--- src/rtl/barrel_pkg.sv ---
// rtl/barrel_pkg.sv - shared widths, default depth and operand type for the barrel shifter feed path
package barrel_pkg;

  localparam int DATA_W        = 8;
  localparam int AMT_W         = 3;
  localparam int DEFAULT_DEPTH = 4;

  typedef struct packed {
    logic [DATA_W-1:0] data;
    logic [AMT_W-1:0]  amt;
  } operand_t;

endpackage

--- src/rtl/barrel_fifo_mem.sv ---
// rtl/barrel_fifo_mem.sv - operand storage array, one synchronous write port, one asynchronous read port
module barrel_fifo_mem
  import barrel_pkg::*;
#(
  parameter int DEPTH = DEFAULT_DEPTH,
  parameter int AW    = 2
) (
  input  logic          clk,
  input  logic          we_i,
  input  logic [AW-1:0] waddr_i,
  input  operand_t      wdata_i,
  input  logic [AW-1:0] raddr_i,
  output operand_t      rdata_o
);

  // No reset: the controller masks the read data whenever the FIFO is empty.
  operand_t mem_q [DEPTH];

  always_ff @(posedge clk) begin
    if (we_i) begin
      mem_q[waddr_i] <= wdata_i;
    end
  end

  assign rdata_o = mem_q[raddr_i];

endmodule

--- src/rtl/barrel_feed_fifo.sv ---
// rtl/barrel_feed_fifo.sv - show-ahead operand FIFO presenting the oldest {data, amt} pair on d/c
module barrel_feed_fifo
  import barrel_pkg::*;
#(
  parameter int DEPTH = DEFAULT_DEPTH,
  parameter int AW    = 2
) (
  input  logic              clk,
  input  logic              rst,
  input  logic              in_valid,
  output logic              in_ready,
  input  logic [DATA_W-1:0] in_data,
  input  logic [AMT_W-1:0]  in_amt,
  output logic              out_valid,
  input  logic              out_ready,
  output logic [DATA_W-1:0] d,
  output logic [AMT_W-1:0]  c,
  output logic [AW:0]       count
);

  localparam logic [AW:0] CNT_FULL = DEPTH[AW:0];

  logic [AW-1:0] wr_ptr_q, wr_ptr_d;
  logic [AW-1:0] rd_ptr_q, rd_ptr_d;
  logic [AW:0]   count_q, count_d;
  logic          push, pop;
  operand_t      wr_entry, head;

  // Readiness ignores out_ready so a full FIFO never pushes into a slot being popped.
  assign in_ready  = !rst && (count_q < CNT_FULL);
  assign out_valid = (count_q != '0);
  assign push      = in_valid && in_ready;
  assign pop       = out_valid && out_ready;

  assign wr_entry.data = in_data;
  assign wr_entry.amt  = in_amt;

  always_comb begin
    wr_ptr_d = wr_ptr_q;
    rd_ptr_d = rd_ptr_q;
    count_d  = count_q;
    if (push) begin
      wr_ptr_d = wr_ptr_q + 1'b1;
    end
    if (pop) begin
      rd_ptr_d = rd_ptr_q + 1'b1;
    end
    case ({push, pop})
      2'b10:   count_d = count_q + 1'b1;
      2'b01:   count_d = count_q - 1'b1;
      default: count_d = count_q;
    endcase
  end

  always_ff @(posedge clk) begin
    if (rst) begin
      wr_ptr_q <= '0;
      rd_ptr_q <= '0;
      count_q  <= '0;
    end else begin
      wr_ptr_q <= wr_ptr_d;
      rd_ptr_q <= rd_ptr_d;
      count_q  <= count_d;
    end
  end

  barrel_fifo_mem #(
    .DEPTH (DEPTH),
    .AW    (AW)
  ) u_mem (
    .clk     (clk),
    .we_i    (push),
    .waddr_i (wr_ptr_q),
    .wdata_i (wr_entry),
    .raddr_i (rd_ptr_q),
    .rdata_o (head)
  );

  assign d     = out_valid ? head.data : '0;
  assign c     = out_valid ? head.amt  : '0;
  assign count = count_q;

endmodule

--- config.mk ---
export PLATFORM = sky130hd
export DESIGN_NAME = barrel_feed_fifo
export DESIGN_NICKNAME = d
export VERILOG_FILES = /design/src/rtl/barrel_pkg.sv /design/src/rtl/barrel_fifo_mem.sv /design/src/rtl/barrel_feed_fifo.sv
export SDC_FILE = /design/constraint.sdc
export NUM_CORES = 1
export LEC_CHECK = 0
export ABC_AREA = 1
export ABC_CLOCK_PERIOD_IN_PS = 2200
export CAP_MARGIN = 20
export CELL_PAD_IN_SITES_DETAIL_PLACEMENT = 0
export CELL_PAD_IN_SITES_GLOBAL_PLACEMENT = 1
export CORE_AREA = 2 2 76 78
export CTS_CLUSTER_SIZE = 12
export DETAILED_ROUTE_END_ITERATION = 7
export DIE_AREA = 0 0 78 80
export PLACE_DENSITY = 0.87
export SYNTH_ARGS = -nofsm -noshare
export SYNTH_HDL_FRONTEND = slang
export SYNTH_SLANG_ARGS = --single-unit
--- constraint.sdc ---
create_clock -name clk -period 2.2 [get_ports clk]
set_clock_uncertainty 0.05 [all_clocks]
set_input_delay 0.44 -clock clk [delete_from_list [all_inputs] [get_ports clk]]
set_output_delay 0.44 -clock clk [all_outputs]
set_load 0.01 [all_outputs]
**Word level (Yosys, flattened, before mapping)**

Memory sizes are Yosys's and may differ from the RTL's. A register that Yosys moved wholly into a read port is not among the register bits.
Cells that the tools add are included.

- Register bits after elaboration: 7
- Bits in writable memories: 44
- Bits of input ports: 15
- Output and inout bits: 16
- Word-level logic and storage cells: 24
- Memories: 1

Memories:

| memory | depth | bits a word | read ports | clocked after memory_dff | wr ports | line | RTL |
|---|---|---|---|---|---|---|---|
| u_mem.mem_q | 4 | 11 | 1 | 1 | 1 | barrel_fifo_mem.sv:17 | `operand_t mem_q [DEPTH];` |

- Add/sub/neg operators: 4
- $lt $le $gt $ge: 1
- Eq/ne operators: 2
- Mux-type cells: 7
- Reductions and logical operators: 6

Operator list:

| cell | number |
|---|---|
| 2-to-1 mux 8 bit | 1 |
| one-hot mux 3 bit (2 select lines) | 1 |
| adder 2 x 1 -> 2 bit, second input constant | 2 |
| 2-to-1 mux 2 bit | 2 |
| adder 3 x 1 -> 3 bit, second input constant | 1 |
| logical AND 1 bit | 3 |
| < comparator 3 bit, second input constant | 1 |
| 2-to-1 mux 3 bit | 1 |
| nonzero test 3 bit | 1 |
| subtractor 3 x 1 -> 3 bit, second input constant | 1 |
| equality test 2 x 1 -> 1 bit, second input constant | 1 |
| equality test 2 bit, second input constant | 1 |
| 2-to-1 mux 1 bit | 2 |
| nonzero test 2 bit | 1 |
| logical NOT 1 bit | 1 |

**Depth between registers and ports, before layout**

Gate-level depths: netlist of run 1.

- Depth after elaboration: 5
- Mapped depth: 13
- Mapped depth without buffers: 13

**By module**

Synthesis of run 1 repeated with hierarchy kept, for this count alone.

- Cells, all modules: 256
- Area, all modules: 2446.1 µm²

Modules (own cells, without submodules):

| module | instances | cells each | area each (µm²) | sequential area each (µm²) |
|---|---|---|---|---|
| barrel_fifo_mem | 1 | 180 | 1888.1 | 1321.3 |
| barrel_feed_fifo | 1 | 76 | 558.0 | 140.1 |

**Worst setup path after synthesis of run 1**

Ideal clock, no wire load.

- Path kind: register to register
- From: reg count_q[0] (netlist: count[0])
- To: reg count_q[2] (netlist: count[2])
- Library setup time: 0.113 ns
- Data arrival time: 1.643 ns
- Data required time: 2.037 ns
- Path slack: 0.394 ns
- Cell stages (with the launch flop): 14
- Path buffers: 0
- Period minus slack after synthesis: 1.806 ns
- Cell sequence: dfxtp_1 nor2_1 nand2_1 nand2_1 inv_1 ha_1 inv_1 fa_1 inv_1 nand2_1 nand3_1 nand2_1 nand2_1 nor2_1

- Elaborated cells between the ends (all ways): 11
- Classes of those cells: add/sub: 2; order compare: 1; eq/ne: 2; mux: 1; reduce/logical: 5

RTL lines:

| element | line | RTL |
|---|---|---|
| start, declared | barrel_feed_fifo.sv:25 | `logic [AW:0] count_q, count_d;` |
| start signal, assigned | barrel_feed_fifo.sv:63 | `count_q <= count_d;` |
| nonzero test 3 bit (*) | barrel_feed_fifo.sv:31 | `assign out_valid = (count_q != '0);` |
| net out_valid | barrel_feed_fifo.sv:14 | `output logic out_valid,` |
| logical AND 1 bit (*) | barrel_feed_fifo.sv:33 | `assign pop = out_valid && out_ready;` |
| net pop | barrel_feed_fifo.sv:26 | `logic push, pop;` |
| equality test 2 x 1 -> 1 bit or equality test 2 bit (tied branches) | barrel_feed_fifo.sv:48 | `case ({push, pop})` |
| one-hot mux 3 bit (2 select lines) or nonzero test 2 bit (tied branches) | - |  |

Mark *: on every way through the listed nets, which the timed path passes. The rest lies on a longest branch.
A chain may end at the register's enable or synchronous reset.

**Worst setup path in the final report of run 1**

- From: reg count_q[0] (netlist: count[0])
- To: out out_valid

- Word-level cells in the longest chain between the ends: 1

Ends and longest elaborated chain:

| element | line |
|---|---|
| nonzero test 3 bit | barrel_feed_fifo.sv:31 |
| end, declared | barrel_feed_fifo.sv:14 |

Every way passes these cells.

==> results of run 1 <==
==> power by group through the flow <==
stage                     Combinational [W]  Clock [W]  Sequential (W)
after floorplan                    0.000566          0         0.00125
after global placement              0.00108          0         0.00124
after detailed placement            0.00108          0         0.00124
after CTS                           0.00115   0.000505         0.00123
after global routing                0.00132   0.000551         0.00124
final                               0.00119   0.000499         0.00123
==> kinds of logic (layout without fill, tap and decap cells) <==
| group | count (synthesis) | in the layout | share of synthesized area |
|---|---|---|---|
| simple gates | 70 | 70 | 0.122 |
| flops | 53 | 53 | 0.689 |
| compound gates | 42 | 42 | 0.0965 |
| buf+inv | 26 | 77 | 0.0540 |
| fa+ha+maj | 6 | 6 | 0.0379 |
==> metal layers <==
| layer | track usage | wire, µm | vias up |
|---|---|---|---|
| li1 | - | - | 760 |
| met1 | 0.168 | 1640 | 669 |
| met2 | 0.222 | 1960 | 32 |
| met3 | 0.0249 | 167 | 7 |
| met4 | 0.0579 | 74 | 0 |
| met5 | 0 | 0 | - |
==> area by class of cell <==
type / count / area (µm²)
Fill cell: 480 / 2630
Sequential cell: 53 / 1510
Multi-Input combinational cell: 118 / 571
Timing Repair Buffer: 49 / 440
Tap cell: 72 / 90.1
Inverter: 19 / 78.8
Clock buffer: 5 / 68.8
Clock inverter: 3 / 12.5
Timing Repair inverter: 1 / 7.51
==> through the flow <==
step           cell area (µm²)  hold slack [ns]  total power, W  cells  setup WS, ns
2_1_floorplan             2180            0.409         0.00181    197         0.394
3_3_place_gp              2610            0.426         0.00232    304        0.0531
3_5_place_dp              2610            0.436         0.00233    304       -0.0153
4_1_cts                   2740            0.409         0.00288    316        -0.101
5_1_grt                   2780            0.429         0.00312    320      -0.00122
6_report                  2780            0.413         0.00292    320         0.122
==> cell usage in the layout (no fill, tap or decap) <==
| master | synthesis | final |
|---|---|---|
| dfxtp_2 | 0 | 4 |
| nand3_1 | 3 | 3 |
| inv_2 | 0 | 1 |
| o21ai_0 | 21 | 21 |
| clkinv_2 | 0 | 1 |
| dlymetal6s2s_1 | 0 | 1 |
| ha_1 | 5 | 5 |
| o21ai_1 | 5 | 5 |
| nor2_1 | 55 | 55 |
| inv_1 | 19 | 16 |
| buf_4 | 0 | 17 |
| clkdlybuf4s50_1 | 0 | 19 |
| edfxtp_1 | 44 | 44 |
| clkbuf_8 | 0 | 5 |
| fa_1 | 1 | 1 |
| nand2_1 | 12 | 11 |
| buf_6 | 2 | 2 |
| clkinvlp_4 | 0 | 3 |
| nand2_4 | 0 | 1 |
| a21oi_1 | 16 | 15 |
| dfxtp_1 | 9 | 5 |
| dlygate4sd2_1 | 0 | 10 |
| clkinv_1 | 0 | 2 |
| a21oi_2 | 0 | 1 |
==> registers in the layout, indices dropped and copies added, names as in the netlist, named ones only <==
name         count
wr_ptr_q         2
count            3
u_mem.mem_q     44
rd_ptr_q         2
==> timing repair <==
action,CTS,global route
endpoints found under the hold margin,0,0
cloned,1,0
gates resized for setup,20,4
endpoints found under the setup margin,11,4
buffers inserted,3,4
pin swaps,1,0
==> worst max-delay path, cell delays in order, from the launching register on <==
cell and delay (ns):
dfxtp_2 0.35, nor2_1 0.19, nand2_4 0.11, buf_4 0.16, clkdlybuf4s50_1 0.47
==> worst min-delay path by stage <==
stage,cells past startpoint,endpoint,slack [ns]
after floorplan,2,flop,0.41
after global placement,1,count[0],0.43
after detailed placement,1,count[0],0.44
after CTS,1,count[0],0.41
after global routing,1,count[0],0.43
final,1,count[0],0.41
==> results.json, run 1 <==
{
  "outcome": "complete, no violations",
  "peakVddDrop_uv": 464,
  "seqPwrFrac": 0.422,
  "dr.pass1.iters": 4,
  "ys_types": 15,
  "power.internal_w": 0.00195,
  "fin_crit_sh": 0.944,
  "endpoint": "out_valid",
  "fin_tns_setup_ns": 0,
  "tightest_slew_ns": 0.244,
  "path_clk_slew_ns": 0.09,
  "maxSlewViolCount": 0,
  "grt_max_degree": 16,
  "switching_share": 0.332,
  "drt_iter0_markers": 93,
  "cp-end-kind": "output port",
  "h-tree-depth": 2,
  "yosysSeqAreaShare": 0.689,
  "viasPerCell": 4.59,
  "hp-class": "flop to flop",
  "finalHoldViolCount": 0,
  "setup_viol": 0,
  "final_util": 0.513,
  "portBuffers": 30,
  "cts_max_path_buffers": 2,
  "pwr-share-clk": 0.171,
  "gp_congestion": 0.725,
  "p_per_area_mw_per_mm2": 1050,
  "antenna_found_initial": 0,
  "fmax_mhz": 481,
  "r2r_cells": 14,
  "path_class": "flop to output port",
  "clkLatencyLatePin_ns": 0.30,
  "maxSlewHeadroom": 0.835,
  "dp_hpwl_um": 2520,
  "synth_common_cells": "nor2_1, edfxtp_1, o21ai_0",
  "p_comb_frac": 0.407,
  "ys_ff_latch": 53,
  "worst_hold_startpoint": "count[0]",
  "p_leak_nw": 1.07,
  "layout.nets": 268,
  "syn2layout_area_growth_pct": 27.4,
  "synth_edf_count": 44,
  "vias": 1468,
  "cts_hold_buffers": 0,
  "cts_root_buffer": "clkbuf_8",
  "syn_avg_cell_area_um2": 11.1,
  "initial_core_util": 0.403,
  "die_x_um": 78,
  "crit_fanout": 5,
  "die_y_um": 80,
  "cp.arrival_ns": 1.59,
  "top_level_ports": 31,
  "n_antenna_cell": 0,
  "drc": 0,
  "drt_wl_total_um": 3850,
  "synth_top_cell_by_area": "edfxtp_1",
  "rows": 27,
  "critPathLaunch": "count[0]",
  "p_sw_w": 0.000969,
  "synth_top_area_frac": 0.607,
  "yosys_warnings": 0,
  "ant_nets": 0,
  "synth_ff_type": "edfxtp_1",
  "overflow": 0,
  "fin_crit_ns": 2.08,
  "r2r_start": "count[0]",
  "cts_tree": "built",
  "start_kind": "flop",
  "r2r_slack_ns": 0.26,
  "coreArea_mm2": 0.00541,
  "syn_nets": 218,
  "r2r-end": "count[2]",
  "cts.sinks": 53,
  "grt_pass1_wl_um": 6180,
  "drv_cap": 0,
  "synthArstFlopShare": 0,
  "drive_above_1_share": 0.141,
  "syn-cell-area_mm2": 0.00218,
  "syn-instance-count": 197,
  "numCtsBuffers": 5,
  "worstPathRequired_ns": 1.71,
  "grt_pass1_vias": 1325,
  "yosysMostFrequentCell": "nor2_1",
  "grt_usage": 0.132,
  "synthTopCellsByArea": "edfxtp_1, nor2_1, dfxtp_1, o21ai_0, a21oi_1",
  "die-area_mm2": 0.00624,
  "wire_per_inst_um": 12.0
}
No activity file was read; power rests on OpenSTA's default activity.
==> run 2: changes to the inputs <==
--- a/config.mk
+++ b/config.mk
@@ -6,15 +6,15 @@
 export NUM_CORES = 1
 export LEC_CHECK = 0
 export ABC_AREA = 1
-export ABC_CLOCK_PERIOD_IN_PS = 2200
+export ABC_CLOCK_PERIOD_IN_PS = 2500
 export CAP_MARGIN = 20
 export CELL_PAD_IN_SITES_DETAIL_PLACEMENT = 0
 export CELL_PAD_IN_SITES_GLOBAL_PLACEMENT = 1
-export CORE_AREA = 2 2 76 78
+export CORE_AREA = 2 2 73 75
 export CTS_CLUSTER_SIZE = 12
 export DETAILED_ROUTE_END_ITERATION = 7
-export DIE_AREA = 0 0 78 80
-export PLACE_DENSITY = 0.87
+export DIE_AREA = 0 0 75 77
+export PLACE_DENSITY = 0.93
 export SYNTH_ARGS = -nofsm -noshare
 export SYNTH_HDL_FRONTEND = slang
 export SYNTH_SLANG_ARGS = --single-unit
==> constraint.sdc (replaced) <==
create_clock -name clk -period 2.5 [get_ports clk]
set_clock_uncertainty 0.05 [all_clocks]
set_input_delay 0.5 -clock clk [delete_from_list [all_inputs] [get_ports clk]]
set_output_delay 0.5 -clock clk [all_outputs]
set_load 0.01 [all_outputs]
==> run 2 against run 1 <==
- flip-flop and latch count stayed put
- utilization increased by 5.0 points
- cell count is 1.6% lower
- global-route usage grew 2.1 points
- non-clock buffer count shrank 4
- total power fell by 5.8%
- critical path type unchanged
==> results.json, run 2 (synthesis gave the netlist of run 1 again) <==
{
  "path_class": "flop to output port",
  "worstPathRequired_ns": 1.95,
  "die_x_um": 75,
  "drt_wl_total_um": 4160,
  "regArea_mm2": 0.00151,
  "final_cell_mix": "nor2_1, edfxtp_1, clkdlybuf4s50_1",
  "coreArea_mm2": 0.00498,
  "cts_hold_buffers": 0,
  "portBuffers": 30,
  "top_layer_used": "met4",
  "grt_pass1_vias": 1426,
  "gp_congestion": 0.753,
  "cts_tree": "built",
  "start_kind": "flop",
  "top_level_ports": 31,
  "drive_above_1_share": 0.131,
  "syn2layout_area_growth_pct": 28.7,
  "ant_nets": 0,
  "rsz0062_at_grt": "false",
  "die-area_mm2": 0.00578,
  "grt_max_degree": 17,
  "fin_crit_ns": 2.37,
  "dr.pass1.iters": 7,
  "cp-end-kind": "output port",
  "overflow": 0,
  "antenna_found_initial": 0,
  "layout_commonest_cell": "nor2_1",
  "peakVddDrop_uv": 722,
  "h-tree-depth": 2,
  "maxSlewViolCount": 0,
  "holdWs_ns": 0.412,
  "clkLatencyLatePin_ns": 0.29,
  "place_area_mm2": 0.00258,
  "crit_fanout": 5,
  "largest_reg_flops": 44,
  "maxSlewHeadroom": 0.733,
  "viasPerCell": 4.70,
  "outcome": "complete, no violations",
  "met2WireLength_um": 2300,
  "vias": 1481,
  "tightest_slew_ns": 0.400,
  "grt_pass1_wl_um": 6490,
  "fmax_mhz": 422,
  "finalHoldViolCount": 0,
  "regMostFlops": "u_mem.mem_q",
  "design_area_mm2": 0.00280,
  "wl_met3_um": 194,
  "dp_hpwl_um": 2510,
  "rows": 26,
  "initial_core_util": 0.438,
  "die_y_um": 77,
  "cts.sinks": 53,
  "nFillCells": 408,
  "p_per_area_mw_per_mm2": 981,
  "p_leak_nw": 1.10,
  "n_antenna_cell": 0,
  "drc": 0,
  "fin_crit_sh": 0.949,
  "path_clk_slew_ns": 0.08,
  "cts_max_path_buffers": 2,
  "drt-met1-wl_um": 1610,
  "numCtsBuffers": 5,
  "cts_root_buffer": "clkbuf_8",
  "cp.arrival_ns": 1.82,
  "grt_usage": 0.153,
  "multi_input_area_um2": 573,
  "setup_viol": 0,
  "final_util": 0.563,
  "layout.nets": 265,
  "hp-class": "flop to flop",
  "wire_per_inst_um": 13.2,
  "drv_cap": 0,
  "drt_iter0_markers": 61
}
run 2: cell count changes in the layout (fill, tap and decap cells not counted), sizes merged:
| cell | previous run | this run |
|---|---|---|
| dlygate4sd2 | 10 | 0 |
| clkinv | 3 | 1 |
| dlymetal6s2s | 1 | 6 |
| clkinvlp | 3 | 5 |
| bufinv | 0 | 1 |
| buf | 19 | 15 |
| clkdlybuf4s50 | 19 | 24 |
run 2: what timing repair did:
action / 4_1_cts / 5_1_grt
pin swaps: 0 / 1
resized for setup: 4 / 14
hold endpoints to repair: 0 / 0
endpoints found under the setup margin: 11 / 11
cloned: 1 / 1
buffers inserted: 0 / 7
run 2: routing by layer:
metal / vias to the layer above / global-route usage
met5: - / 0
met4: 0 / 0.0786
met3: 4 / 0.0434
met2: 35 / 0.255
met1: 683 / 0.174
li1: 759 / -
run 2: final cells by class:
cell class                 count  area share
sequential                    53       0.537
multi-input combinational    118       0.204
timing repair buffer          45       0.154
tap                           70      0.0312
inverter                      19      0.0281
clock buffer                   5      0.0246
clock inverter                 3      0.0147
timing repair inverter         2     0.00536
run 2: final timing paths:
check	startpoint	end	slack (ns)	cells after the start
max	count[1]	d[1]	0.13	5
min	count[0]	count[0]	0.41	1
max reg2reg	count[1]	count[2]	0.50	14
min reg2reg	count[0]	count[0]	0.41	1
run 2: metrics by stage:
| stage | setup TNS, ns | std cells | setup WS, ns | total power (W) |
|---|---|---|---|---|
| floorplan | 0 | 197 | 0.641 | 0.00160 |
| global placement | 0 | 298 | 0.242 | 0.00200 |
| detailed placement | 0 | 298 | 0.226 | 0.00201 |
| CTS | -0.00894 | 307 | -0.00894 | 0.00258 |
| global route | 0 | 315 | 0.000396 | 0.00291 |
| finish | 0 | 315 | 0.128 | 0.00275 |
run 2: critical path: stages, from the launching register on:
cell	delay, ns
dfxtp_1	0.38
nor2_1	0.07
nand2_2	0.17
clkinvlp_4	0.20
a21oi_1	0.16
clkdlybuf4s50_1	0.55
run 2: power by group:
part | total [W] | internal, W | leakage [nW] | switching [W]
Clock | 0.000545 | 0.000294 | 0.0518 | 0.000251
Combinational | 0.00112 | 0.000539 | 0.571 | 0.000581
Sequential | 0.00109 | 0.00103 | 0.474 | 0.0000510
Total | 0.00275 | 0.00187 | 1.10 | 0.000882
==> run 3: changes to the inputs <==
--- a/config.mk
+++ b/config.mk
@@ -7,13 +7,14 @@
 export LEC_CHECK = 0
 export ABC_AREA = 1
 export ABC_CLOCK_PERIOD_IN_PS = 2500
-export CAP_MARGIN = 20
+export CAP_MARGIN = 25
 export CELL_PAD_IN_SITES_DETAIL_PLACEMENT = 0
 export CELL_PAD_IN_SITES_GLOBAL_PLACEMENT = 1
 export CORE_AREA = 2 2 73 75
 export CTS_CLUSTER_SIZE = 12
 export DETAILED_ROUTE_END_ITERATION = 7
 export DIE_AREA = 0 0 75 77
+export GPL_TIMING_DRIVEN = 0
 export PLACE_DENSITY = 0.93
 export SYNTH_ARGS = -nofsm -noshare
 export SYNTH_HDL_FRONTEND = slang
==> run 3 against run 2 <==
- global-route usage down 0.37 points
- flip-flop and latch count unchanged
- wire length down 4.1%
- non-clock buffer count down 6
- combinational power down 17%
- critical path depth unchanged
- final area down 3.4%
- first-iteration DRC count up 4.9%
- worst setup slack worse by 0.020 ns
- fmax down 0.82%
- via count down 0.81%
- clock-buffer cell count unchanged
==> results.json, run 3 (synthesis gave the netlist of run 1 again) <==
{
  "dp_hpwl_um": 2550,
  "cp.arrival_ns": 1.84,
  "gp_congestion": 0.754,
  "layout_commonest_cell": "nor2_1",
  "vias": 1469,
  "dr.pass1.iters": 4,
  "syn2layout_area_growth_pct": 24.2,
  "pre_cts_slack_ns": -0.108,
  "cts_hold_buffers": 0,
  "overflow": 0,
  "drc": 0,
  "path_class": "flop to output port",
  "cts_max_path_buffers": 2,
  "drive_above_1_share": 0.0802,
  "n_antenna_cell": 0,
  "coreArea_mm2": 0.00498,
  "maxSlewViolCount": 0,
  "setup_viol": 0,
  "viasPerCell": 4.79,
  "rows": 26,
  "wire_per_inst_um": 13.0,
  "crit_fanout": 10,
  "design_area_mm2": 0.00271,
  "drt_wl_total_um": 3990,
  "maxSlewHeadroom": 0.312,
  "largest_reg_flops": 44,
  "holdWs_ns": 0.411,
  "grt_pass1_vias": 1425,
  "multi_input_area_um2": 559,
  "p_leak_nw": 1.11,
  "grt_pass1_wl_um": 6410,
  "path_clk_slew_ns": 0.09,
  "drt_iter0_markers": 64,
  "drv_cap": 0,
  "die_y_um": 77,
  "fin_crit_ns": 2.39,
  "h-tree-depth": 2,
  "antenna_found_initial": 0,
  "layout_setup_ws_ns": 0.109,
  "portBuffers": 30,
  "grt_usage": 0.149,
  "tightest_slew_ns": 1.03,
  "die-area_mm2": 0.00578,
  "layout.nets": 257,
  "hp-class": "flop to flop",
  "rsz0062_at_grt": "false",
  "peakVddDrop_uv": 393,
  "ant_nets": 0,
  "cts_tree": "built",
  "numCtsBuffers": 5,
  "fmax_mhz": 418,
  "regMostFlops": "u_mem.mem_q",
  "top_level_ports": 31,
  "start_kind": "flop",
  "finalHoldViolCount": 0,
  "die_x_um": 75,
  "fin_crit_sh": 0.957,
  "clkLatencyLatePin_ns": 0.29,
  "outcome": "complete, no violations",
  "final_cell_mix": "nor2_1, edfxtp_1, o21ai_0, clkdlybuf4s50_1, inv_1",
  "cp-end-kind": "output port",
  "grt_max_degree": 19,
  "cts_root_buffer": "clkbuf_8",
  "final_util": 0.544,
  "p_per_area_mw_per_mm2": 920,
  "initial_core_util": 0.438,
  "total_power_w": 0.00249,
  "place_area_mm2": 0.00257,
  "worstPathRequired_ns": 1.95,
  "nFillCells": 428,
  "cts.sinks": 53,
  "regArea_mm2": 0.00150
}
## run 3: worst paths after layout
| kind | start | end | slack [ns] | depth (start not counted) |
|---|---|---|---|---|
| hold / removal | count[0] | count[0] | 0.41 | 1 |
| hold reg to reg | count[0] | count[0] | 0.41 | 1 |
| setup / recovery | flop | d[7] | 0.11 | 5 |
| setup reg to reg | count[2] | u_mem.mem_q[3][6] | 0.59 | 3 |
## run 3: critical path, stage by stage (launching register included)
cell and delay (ns):
dfxtp_2 0.36, inv_1 0.11, clkbuf_4 0.22, o21ai_0 0.14
a21oi_1 0.16, clkdlybuf4s50_1 0.55
## run 3: metal layers
| layer | global-route usage | wire [µm] | share of wire |
|---|---|---|---|
| met1 | 0.181 | 1630 | 0.41 |
| met2 | 0.248 | 2070 | 0.52 |
| met3 | 0.0329 | 212 | 0.053 |
| met4 | 0.0679 | 78 | 0.020 |
| met5 | 0 | 0 | 0 |
## run 3: what timing repair did
| action | CTS | global route |
|---|---|---|
| gates cloned | 0 | 0 |
| buffers inserted | 0 | 0 |
| resized for setup | 3 | 11 |
| setup endpoints to repair | 2 | 11 |
## run 3: metrics by stage
stage          std cells  setup TNS, ns
6_report             307              0
5_1_grt              307              0
4_1_cts              305              0
3_5_place_dp         297          -3.13
3_3_place_gp         297          -2.88
2_1_floorplan        197              0
## run 3: cell type report
cell class | instances | area share
buffer | 7 | 0.0194
tap | 70 | 0.0324
timing repair buffer | 32 | 0.125
clock buffer | 5 | 0.0254
sequential | 53 | 0.556
multi-input combinational | 118 | 0.207
clock inverter | 3 | 0.00925
inverter | 19 | 0.0264
## run 3: report_power, final
| part | internal (W) | switching, W | leakage (nW) |
|---|---|---|---|
| logic | 0.000423 | 0.000512 | 0.588 |
| clock network | 0.000202 | 0.000274 | 0.0447 |
| registers | 0.00103 | 0.0000473 | 0.474 |
| total | 0.00166 | 0.000833 | 1.11 |
